$ cat src/rtl/uart_rx_pkg.sv
// Shared definitions for the UART receive path.
//   - OVERSAMPLE:            ticks per bit period
//   - SampleFirst/Mid/Last:  tick indices that are majority-voted for each bit
//   - Err*:                  bit positions inside rx_err / FIFO error field
//   - parity_e:              parity_type encodings
//   - rx_state_e:            receiver FSM states (StBreak only with UART_RX_BREAK_DETECT_EN)
package uart_rx_pkg;

  localparam int unsigned OVERSAMPLE  = 16;
  localparam int unsigned SampleFirst = 7;
  localparam int unsigned SampleMid   = 8;
  localparam int unsigned SampleLast  = 9;

  localparam int unsigned ErrW       = 3;
  localparam int unsigned ErrParity  = 0;
  localparam int unsigned ErrFraming = 1;
  localparam int unsigned ErrBreak   = 2;

  typedef enum logic [1:0] {
    ParNone    = 2'b00,
    ParOdd     = 2'b01,
    ParEven    = 2'b10,
    ParNoneAlt = 2'b11
  } parity_e;

  typedef enum logic [2:0] {
    StIdle,
    StStart,
    StData,
    StParity,
    StStop,
    StStop2
`ifdef UART_RX_BREAK_DETECT_EN
    ,
    StBreak
`endif
  } rx_state_e;

  function automatic logic majority3(input logic a, input logic b, input logic c);
    return (a & b) | (a & c) | (b & c);
  endfunction

endpackage

$ cat src/rtl/uart_rx_fifo.sv
// Synchronous first-word-fall-through FIFO for received frames.
//   clk_i, rst_ni : clock, asynchronous active-low reset
//   wr_i/wr_data_i: push request and entry; ignored when full unless a pop happens the same clock
//   rd_i          : pop request; ignored when empty
//   rd_data_o     : head entry (valid only while valid_o)
//   valid_o/full_o/count_o : occupancy status
module uart_rx_fifo #(
  parameter int unsigned Width = 11,
  parameter int unsigned Depth = 8
) (
  input  logic                          clk_i,
  input  logic                          rst_ni,
  input  logic                          wr_i,
  input  logic [Width-1:0]              wr_data_i,
  input  logic                          rd_i,
  output logic [Width-1:0]              rd_data_o,
  output logic                          valid_o,
  output logic                          full_o,
  output logic [$clog2(Depth+1)-1:0]    count_o
);

  localparam int unsigned AddrW = $clog2(Depth);
  localparam int unsigned CntW  = $clog2(Depth + 1);

  logic [Width-1:0] mem_q [Depth];
  logic [AddrW-1:0] wr_ptr_q, wr_ptr_d;
  logic [AddrW-1:0] rd_ptr_q, rd_ptr_d;
  logic [CntW-1:0]  count_q, count_d;
  logic             wr_en, rd_en;

  assign valid_o   = (count_q != '0);
  assign full_o    = (count_q == CntW'(Depth));
  assign count_o   = count_q;
  assign rd_data_o = mem_q[rd_ptr_q];

  always_comb begin
    rd_en    = rd_i && valid_o;
    // A pop in the same clock frees the slot, so a full FIFO may still accept.
    wr_en    = wr_i && (!full_o || rd_en);
    wr_ptr_d = wr_ptr_q + AddrW'(wr_en);
    rd_ptr_d = rd_ptr_q + AddrW'(rd_en);
    count_d  = count_q + CntW'(wr_en) - CntW'(rd_en);
  end

  always_ff @(posedge clk_i) begin
    if (wr_en) begin
      mem_q[wr_ptr_q] <= wr_data_i;
    end
  end

  always_ff @(posedge clk_i or negedge rst_ni) begin
    if (!rst_ni) begin
      wr_ptr_q <= '0;
      rd_ptr_q <= '0;
      count_q  <= '0;
    end else begin
      wr_ptr_q <= wr_ptr_d;
      rd_ptr_q <= rd_ptr_d;
      count_q  <= count_d;
    end
  end

endmodule

$ cat src/rtl/uart_rx_core.sv
// UART receiver: 16x oversampled, 3-sample majority vote, optional parity,
// one or two stop bits, FWFT receive FIFO with sticky overrun.
// Ports:
//   clock, reset_n          : clock, asynchronous active-low reset
//   rx, rx_enable           : serial line (idle high), receiver enable
//   divisor                 : clocks per 1/16 bit, minus one
//   parity_type, stop_bits  : frame format
//   rx_data, rx_err         : FIFO head {break, framing, parity}; zero while empty
//   rx_valid, rx_ready      : FIFO not empty / consumer pop
//   overrun, clr_overrun    : sticky dropped-frame flag and its clear
//   active                  : receiver FSM outside idle
//   fifo_count              : occupied FIFO entries
// Build option: define UART_RX_BREAK_DETECT_EN to flag all-zero frames as break
// and hold off until the line returns high.
module uart_rx_core
  import uart_rx_pkg::*;
#(
  parameter int unsigned DATA_W     = 8,
  parameter int unsigned FIFO_DEPTH = 8,
  parameter int unsigned DIV_W      = 16
) (
  input  logic                            clock,
  input  logic                            reset_n,
  input  logic                            rx,
  input  logic                            rx_enable,
  input  logic [DIV_W-1:0]                divisor,
  input  logic [1:0]                      parity_type,
  input  logic                            stop_bits,
  output logic [DATA_W-1:0]               rx_data,
  output logic [ErrW-1:0]                 rx_err,
  output logic                            rx_valid,
  input  logic                            rx_ready,
  output logic                            overrun,
  input  logic                            clr_overrun,
  output logic                            active,
  output logic [$clog2(FIFO_DEPTH+1)-1:0] fifo_count
);

  localparam int unsigned SmpW   = $clog2(OVERSAMPLE);
  localparam int unsigned BitW   = $clog2(DATA_W);
  localparam int unsigned EntryW = DATA_W + ErrW;

  // Line synchroniser; rx_prev_q gives the falling-edge reference.
  logic rx_meta_q, rx_sync_q, rx_prev_q;

  always_ff @(posedge clock or negedge reset_n) begin
    if (!reset_n) begin
      rx_meta_q <= 1'b1;
      rx_sync_q <= 1'b1;
      rx_prev_q <= 1'b1;
    end else begin
      rx_meta_q <= rx;
      rx_sync_q <= rx_meta_q;
      rx_prev_q <= rx_sync_q;
    end
  end

  rx_state_e          state_q, state_d;
  logic [DIV_W-1:0]   div_cnt_q, div_cnt_d;
  logic [SmpW-1:0]    sample_cnt_q, sample_cnt_d;
  logic [1:0]         samp_q, samp_d;
  logic [DATA_W-1:0]  shift_q, shift_d;
  logic [BitW-1:0]    bit_cnt_q, bit_cnt_d;
  logic               par_err_q, par_err_d;
  logic               frm_err_q, frm_err_d;
  logic               active_q;
  logic               overrun_q, overrun_d;
`ifdef UART_RX_BREAK_DETECT_EN
  logic               zero_q, zero_d;
`endif

  logic               tick, mid_tick, end_tick;
  logic               bit_maj, final_frm, parity_en, exp_par;
  logic               frame_done;
  logic [ErrW-1:0]    frame_err;

  logic               fifo_valid, fifo_full, push, pop;
  logic [EntryW-1:0]  head;

  assign parity_en = (parity_type == ParOdd) || (parity_type == ParEven);
  assign pop       = fifo_valid && rx_ready;
  assign push      = frame_done && (!fifo_full || pop);

  always_comb begin
    state_d      = state_q;
    div_cnt_d    = div_cnt_q;
    sample_cnt_d = sample_cnt_q;
    samp_d       = samp_q;
    shift_d      = shift_q;
    bit_cnt_d    = bit_cnt_q;
    par_err_d    = par_err_q;
    frm_err_d    = frm_err_q;
`ifdef UART_RX_BREAK_DETECT_EN
    zero_d       = zero_q;
`endif
    frame_done   = 1'b0;
    frame_err    = '0;
    tick         = 1'b0;

    // Divider is held at reload while idle, so a start edge begins a fresh period.
    if (state_q == StIdle) begin
      div_cnt_d = divisor;
    end else if (div_cnt_q == '0) begin
      tick      = 1'b1;
      div_cnt_d = divisor;
    end else begin
      div_cnt_d = div_cnt_q - DIV_W'(1);
    end

    mid_tick  = tick && (sample_cnt_q == SmpW'(SampleLast));
    end_tick  = tick && (sample_cnt_q == SmpW'(OVERSAMPLE - 1));
    bit_maj   = majority3(samp_q[1], samp_q[0], rx_sync_q);
    final_frm = frm_err_q | ~bit_maj;
    exp_par   = (parity_type == ParOdd) ? ~^shift_q : ^shift_q;

    if (tick) begin
      sample_cnt_d = sample_cnt_q + SmpW'(1);
      if (sample_cnt_q == SmpW'(SampleFirst)) samp_d[1] = rx_sync_q;
      if (sample_cnt_q == SmpW'(SampleMid))   samp_d[0] = rx_sync_q;
    end

`ifdef UART_RX_BREAK_DETECT_EN
    if (mid_tick && bit_maj) zero_d = 1'b0;
`endif

    case (state_q)
      StIdle: begin
        if (rx_enable && rx_prev_q && !rx_sync_q) begin
          state_d      = StStart;
          // The edge clock itself is tick 0 of the start bit.
          sample_cnt_d = SmpW'(1);
          bit_cnt_d    = '0;
          par_err_d    = 1'b0;
          frm_err_d    = 1'b0;
`ifdef UART_RX_BREAK_DETECT_EN
          zero_d       = 1'b1;
`endif
        end
      end
      StStart: begin
        if (mid_tick && bit_maj) begin
          state_d = StIdle;
        end else if (end_tick) begin
          state_d = StData;
        end
      end
      StData: begin
        if (mid_tick) shift_d = {bit_maj, shift_q[DATA_W-1:1]};
        if (end_tick) begin
          if (bit_cnt_q == BitW'(DATA_W - 1)) begin
            state_d = parity_en ? StParity : StStop;
          end else begin
            bit_cnt_d = bit_cnt_q + BitW'(1);
          end
        end
      end
      StParity: begin
        if (mid_tick) par_err_d = bit_maj ^ exp_par;
        if (end_tick) state_d = StStop;
      end
      StStop: begin
        if (mid_tick) begin
          frm_err_d = final_frm;
          if (!stop_bits) frame_done = 1'b1;
        end
        if (end_tick) state_d = StStop2;
      end
      StStop2: begin
        if (mid_tick) frame_done = 1'b1;
      end
`ifdef UART_RX_BREAK_DETECT_EN
      StBreak: begin
        if (rx_sync_q) state_d = StIdle;
      end
`endif
      default: state_d = StIdle;
    endcase

    // Frame completes half a bit into the last stop bit to resync early.
    if (frame_done) begin
      frame_err[ErrParity]  = par_err_q;
      frame_err[ErrFraming] = final_frm;
      state_d               = StIdle;
`ifdef UART_RX_BREAK_DETECT_EN
      if (zero_q && !bit_maj) begin
        frame_err[ErrBreak]   = 1'b1;
        frame_err[ErrFraming] = 1'b1;
        state_d               = StBreak;
      end
`endif
    end

    if (!rx_enable) begin
      state_d    = StIdle;
      frame_done = 1'b0;
    end
  end

  // Set wins over a same-clock clear.
  assign overrun_d = (frame_done && fifo_full && !pop) | (overrun_q & ~clr_overrun);

  always_ff @(posedge clock or negedge reset_n) begin
    if (!reset_n) begin
      state_q      <= StIdle;
      div_cnt_q    <= '0;
      sample_cnt_q <= '0;
      samp_q       <= '0;
      shift_q      <= '0;
      bit_cnt_q    <= '0;
      par_err_q    <= 1'b0;
      frm_err_q    <= 1'b0;
`ifdef UART_RX_BREAK_DETECT_EN
      zero_q       <= 1'b0;
`endif
      active_q     <= 1'b0;
      overrun_q    <= 1'b0;
    end else begin
      state_q      <= state_d;
      div_cnt_q    <= div_cnt_d;
      sample_cnt_q <= sample_cnt_d;
      samp_q       <= samp_d;
      shift_q      <= shift_d;
      bit_cnt_q    <= bit_cnt_d;
      par_err_q    <= par_err_d;
      frm_err_q    <= frm_err_d;
`ifdef UART_RX_BREAK_DETECT_EN
      zero_q       <= zero_d;
`endif
      active_q     <= (state_d != StIdle);
      overrun_q    <= overrun_d;
    end
  end

  uart_rx_fifo #(
    .Width (EntryW),
    .Depth (FIFO_DEPTH)
  ) u_fifo (
    .clk_i     (clock),
    .rst_ni    (reset_n),
    .wr_i      (push),
    .wr_data_i ({frame_err, shift_q}),
    .rd_i      (pop),
    .rd_data_o (head),
    .valid_o   (fifo_valid),
    .full_o    (fifo_full),
    .count_o   (fifo_count)
  );

  // Head is gated so the outputs read zero whenever the FIFO is empty.
  assign rx_valid = fifo_valid;
  assign rx_data  = fifo_valid ? head[DATA_W-1:0] : '0;
  assign rx_err   = fifo_valid ? head[EntryW-1:DATA_W] : '0;
  assign overrun  = overrun_q;
  assign active   = active_q;

endmodule

$ cat config.mk
export PLATFORM = sky130hd
export DESIGN_NAME = uart_rx_core
export DESIGN_NICKNAME = d
export VERILOG_FILES = /design/src/rtl/uart_rx_pkg.sv /design/src/rtl/uart_rx_fifo.sv /design/src/rtl/uart_rx_core.sv
export SDC_FILE = /design/constraint.sdc
export NUM_CORES = 1
export LEC_CHECK = 0
export CAP_MARGIN = 10
export CORE_ASPECT_RATIO = 0.8
export CORE_MARGIN = 2
export CORE_UTILIZATION = 55
export DETAILED_ROUTE_END_ITERATION = 8
export PLACE_DENSITY = 0.75
export SLEW_MARGIN = 0
export SYNTH_ARGS = -nofsm -noshare
export SYNTH_HDL_FRONTEND = slang
export SYNTH_SLANG_ARGS = --single-unit
export TNS_END_PERCENT = 10
$ cat constraint.sdc
create_clock -name clock -period 5.83 [get_ports clock]
set_clock_uncertainty 0.15 [all_clocks]
set_input_delay 1.166 -clock clock [delete_from_list [all_inputs] [get_ports clock]]
set_output_delay 1.166 -clock clock [all_outputs]
set_load 0.02 [all_outputs]
Word level (Yosys, flattened, before mapping)
Memory sizes are Yosys's and may differ from the RTL's.
Cells that the tools add are included.

word-level totals
  word-level logic and storage cells = 124
  register bits = 53
  bits in read-only memories = 0
  memory bits (writable) = 80
  latch bits = 0
  memories kept = 1
  output and inout bits = 18

operators by class
  order comparisons = 0
  reductions and logical operators = 32
  div/mod/pow operators = 0
  $add $sub $neg = 7
  shifts and indexed selects = 0
  muxes and demuxes = 38
  equal/unequal tests = 18
  $mul = 0
  bitwise operators = 11

memory list
  memory        words  width  read ports  clocked after memory_dff  write ports  RTL line            RTL
  u_fifo.mem_q  8      10     1           0                         1            uart_rx_fifo.sv:25  logic [Width-1:0] mem_q [Depth];

operators with widths
  kind                   count
  $mux 3                 14
  $mux 16                2
  $pmux 3 s6             1
  $eq 4x4->1 const B     4
  $logic_not 16->1       1
  $sub 16x1->16 const B  1
  $mux 1                 12
  $mux 4                 3
  $logic_and 1x1->1      11
  $eq 3x3->1 const B     3
  $mux 8                 1
  $ne 2x2->1 const B     4
  $reduce_xnor 8->1      1
  $reduce_xor 8->1       1
  $add 3x1->3            2
  $eq 3x2->1 const B     2
  $pmux 1 s2             3
  $pmux 3 s2             1
  $reduce_and 2->1       3
  $reduce_and 3->1       2
  $reduce_bool 2->1      3
  $add 4x1->4            1
  $add 4x1->4 const B    1
  $and 1x1->1            4
  17 further kinds       25

Longest topological paths before layout
  depth in word-level cells = 11
  mapped depth = 11
  mapped depth without buffers = 11

Cells and area by module
Synthesis repeated with hierarchy kept, for this count alone.

second synthesis, totals
  cells, all modules = 434
  area, all modules = 6439.9 um^2

by module, submodules not included
  module        cells each  area an instance (um^2)  instances
  uart_rx_fifo  180         3980.1                   1
  uart_rx_core  254         2459.9                   1

Worst setup path after synthesis
No wires, ideal clock.

  kind = input-to-reg
  start = input rx_enable
  end = memory u_fifo.mem_q[0][0] in the netlist's numbering, enable pin
  slack = 2.742 ns
  setup time = 0.390 ns
  data arrival time = 2.548 ns
  required time = 5.290 ns
  buffers on the path = 0
  stages on the path = 5
  path through = inv_1 > a211oi_1 > and4_1 > nand2b_1 > nor3_1

on the way
  cells in the longest elaborated chain, start to end = 5

RTL lines
  element                       RTL line             RTL
  start: declaration            uart_rx_core.sv:25   input logic rx_enable,
  $mux 1                        uart_rx_core.sv:193  if (!rx_enable) begin
  $logic_and 1x1->1             uart_rx_core.sv:82   assign push = frame_done && (!fifo_full || pop);
  $logic_and 1x1->1             uart_rx_fifo.sv:39   wr_en = wr_i && (!full_o || rd_en);
  $mux 1                        uart_rx_fifo.sv:46   if (wr_en) begin
  $mux 1 (implied by the code)  uart_rx_fifo.sv:47   mem_q[wr_ptr_q] <= wr_data_i;
  end: declaration              uart_rx_fifo.sv:25

Every way passes these cells.

Worst setup path after layout
  start = register u_fifo.rd_ptr_q[0]
  end = output rx_data[0]

on the way
  cells in the longest elaborated chain, start to end = 2

RTL lines
  element                   RTL line             RTL
  start: declaration        uart_rx_fifo.sv:27   logic [AddrW-1:0] rd_ptr_q, rd_ptr_d;
  start signal: assignment  uart_rx_fifo.sv:58   rd_ptr_q <= rd_ptr_d;
  $mem_v2 8x10              -
  $mux 8                    uart_rx_core.sv:251  assign rx_data = fifo_valid ? head[DATA_W-1:0] : '0;
  end: declaration          uart_rx_core.sv:29   output logic [DATA_W-1:0] rx_data,

Every way passes these cells.

==> results.cfg <==
[finish]
final_core_utilization = 0.6806
flow.area_growth_from_synthesis_pct = 18.61
fin_nets = 522
final_cell_mix = sky130_fd_sc_hd__edfxtp_1, sky130_fd_sc_hd__dfrtp_1, sky130_fd_sc_hd__clkdlybuf4s50_1, sky130_fd_sc_hd__nor2_1, sky130_fd_sc_hd__nand2_1
layout.cells.non_filler = 631
post_route_cells_drive_above_1_share = 0.1568
final_common_cell = sky130_fd_sc_hd__edfxtp_1
antennaDiodeCount = 0

[setup_path]
timing.critical_path.to_type = output pin
critical_path.cell_chain = buf_4 -> mux4_2 -> mux2i_1 -> nor2_1 -> clkdlybuf4s50_1
critical_path_class = reg -> out
rr_worst_depth = 5
data_required_time_at_the_worst_endpoint_ns = 4.51
slowest_stage = sky130_fd_sc_hd__dfrtp_1
r2r_start = div_cnt_q[6]
worst_path_dominant_cell_family = buffers and inverters
r2r_slack_ns = 2.45
crit_arrival_ns = 2.85
critPathLaunchType = register
path_max_fanout = 11
delay_of_the_slowest_cell_on_the_worst_path_ns = 0.78
reg2reg_to = u_fifo.mem_q[6][5]
worstPathBufferInverterCount = 2

[pwr]
leakage_nw = 2.840
total_power_density_per_cell_area_nw_per_um2 = 343.5
vdd_ir_drop_max_v = 0.0001596

[die]
num_rows = 33
initial_core_util = 0.5738
core_region_area_um2 = 10410
die_width_um = 120.5
die_height_um = 97.19
die_outline_area_um2 = 11710
boundaryPins = 43

[timing]
finalCriticalPeriod_ns = 4.163
worst_slew_pin_slew_ns = 1.083
slew_violations = 0
fin_worst_hold_slack_ns = 0.2060
final.period_utilization = 0.7141
number_of_setup_violations_in_the_final_report = 0
rsz0062_at_grt = no
timing.setup.tns_ns = 0
timing.final.hold_violations = 0
tightest_slew_margin_relative_to_the_limit = 0.2755
fmaxAchievable_mhz = 240.2

[synth]
async_flop_share = 0.3985
synthesis.instances = 425
yosys_warnings = 0
syn_nets = 469
synth_top_area_share = 0.4023
yosysUniqueCellTypes = 48
synth_enable_flop_cells = 80
mappedNetlistArea_um2 = 5971
synth_flop_cell = sky130_fd_sc_hd__edfxtp_1
synth.area.top_cells = sky130_fd_sc_hd__edfxtp_1, sky130_fd_sc_hd__dfrtp_1, sky130_fd_sc_hd__mux4_2, sky130_fd_sc_hd__ha_1, sky130_fd_sc_hd__xnor2_1
postSynthAreaPerCell_um2 = 14.05
ys_seq_area_frac = 0.6251
ys_ff_latch = 133
synth_area_leader_cell = sky130_fd_sc_hd__edfxtp_1

[placement]
place.port_buffers = 41
dp_cells = 599
dp_hpwl_um = 7440
rd_place_congestion = 0.8194

[grt]
grt_overflow = 0
grt_max_degree = 54
grt_first_pass_wirelength_um = 19020
groute.usage.overall = 0.2122
vias_in_the_first_global_route = 3678
initial_antenna_violation_count = 0

[clock_tree]
cts_tree = done
post_cts.resized_instances = 0
path_clk_slew_ns = 0.06
clock_latency_ns = 0.41
cts_max_level = 4
clockRootBuffer = sky130_fd_sc_hd__clkbuf_16
tritoncts_num_sinks = 133
clk_path_buf_depth = 2
cts-buffers-inserted = 17
post_cts_hold_buffer_count = 0
postCtsSetupRepairBufs = 0

[routing]
avgRoutedWirePerCell_um = 17.90
route.vias.total = 3557
drt_iter0_drc = 367
detail-route-antenna-nets = 0
first_pass_detailed_route_iteration_total = 4
route.detailed.drc = 0
vias_per_cell = 5.637
drt_wirelength_um = 11300

[outcome]
outcome = finished clean

[run]
drv_cap = 0

[worst_hold_path]
min_path_type = reg -> reg
startpoint_of_the_lowest_slack_hold_path = rx_meta_q
whs_endpoint = rx_sync_q
hold-path-cell-count = 0
## cells by family after synthesis
kind of cell	after synthesis	share of synthesized area
buffers and inverters	31	0.02012
adder cells (fa/ha/maj)	20	0.04275
multiplexers	43	0.1163
other	1	0.0006281
AO/OA/AOI/OAI	46	0.04464
AND/OR/NAND/NOR	124	0.1109
flip-flops	133	0.6251
XOR/XNOR	27	0.03961
## state kept, by name, indices dropped and copies added, names as in the netlist
signal and count:
u_fifo.mem_q 80, div_cnt_q 16, shift_q 8, sample_cnt_q 4, u_fifo.count_o 4, bit_cnt_q 3, state_q 3, u_fifo.rd_ptr_q 3
u_fifo.wr_ptr_q 3, samp_q 2, active 1, frm_err_q 1, overrun 1, par_err_q 1, rx_meta_q 1, rx_prev_q 1
rx_sync_q 1
## Yosys cell counts (11+ instances only)
master / count
sky130_fd_sc_hd__nand2_1: 29
sky130_fd_sc_hd__a21oi_1: 11
sky130_fd_sc_hd__ha_1: 18
sky130_fd_sc_hd__inv_1: 20
sky130_fd_sc_hd__nor2_1: 31
sky130_fd_sc_hd__xnor2_1: 14
sky130_fd_sc_hd__edfxtp_1: 80
sky130_fd_sc_hd__o21ai_0: 21
sky130_fd_sc_hd__xor2_1: 13
sky130_fd_sc_hd__dfrtp_1: 50
sky130_fd_sc_hd__mux4_2: 20
sky130_fd_sc_hd__nand3_1: 13
sky130_fd_sc_hd__mux2i_1: 12
## routing by layer
layer | up-vias | GRT usage | part of all wire
li1 | 1695 | - | -
met1 | 1747 | 0.2971 | 0.46
met2 | 109 | 0.3316 | 0.49
met3 | 6 | 0.04695 | 0.046
met4 | 0 | 0.07335 | 0.0089
met5 | - | 0 | 0
## where the power goes
part	internal (mW)	switching (mW)
Clock	0.554	0.420
Combinational	0.183	0.146
Sequential	1.03	0.100
Total	1.77	0.665
## per-stage QoR
stage          total power [mW]  setup slack [ns]  cell area, µm²
2_1_floorplan             1.362             2.742            5971
3_3_place_gp              1.475             2.028            6536
3_5_place_dp              1.481             1.980            6536
4_1_cts                   2.456             1.585            7082
5_1_grt                   2.540             1.422            7082
6_report                  2.433             1.667            7082
## final cells by class
cell class                 instances  area (µm²)
multi-input combinational        261        2118
timing repair buffer              45       435.4
clock buffer                      18       429.2
inverter                          20       75.07
fill                             731        3323
sequential                       133        3732
clock inverter                    14       116.4
tap                              140       175.2
## worst max-delay path by stage
stage                             from            endpoint  slack, ns  depth (start not counted)
global placement             rx_enable  u_fifo.mem_q[6][3]       2.03                          6
finish              u_fifo.rd_ptr_q[0]          rx_data[0]       1.67                          5
floorplan                    rx_enable  u_fifo.mem_q[0][0]       2.74                          5
detailed placement           rx_enable  u_fifo.mem_q[6][3]       1.98                          6
global route        u_fifo.rd_ptr_q[0]           rx_err[1]       1.42                          5
CTS                 u_fifo.rd_ptr_q[0]          rx_data[0]       1.58                          5
(Power assumes the default switching activity.)
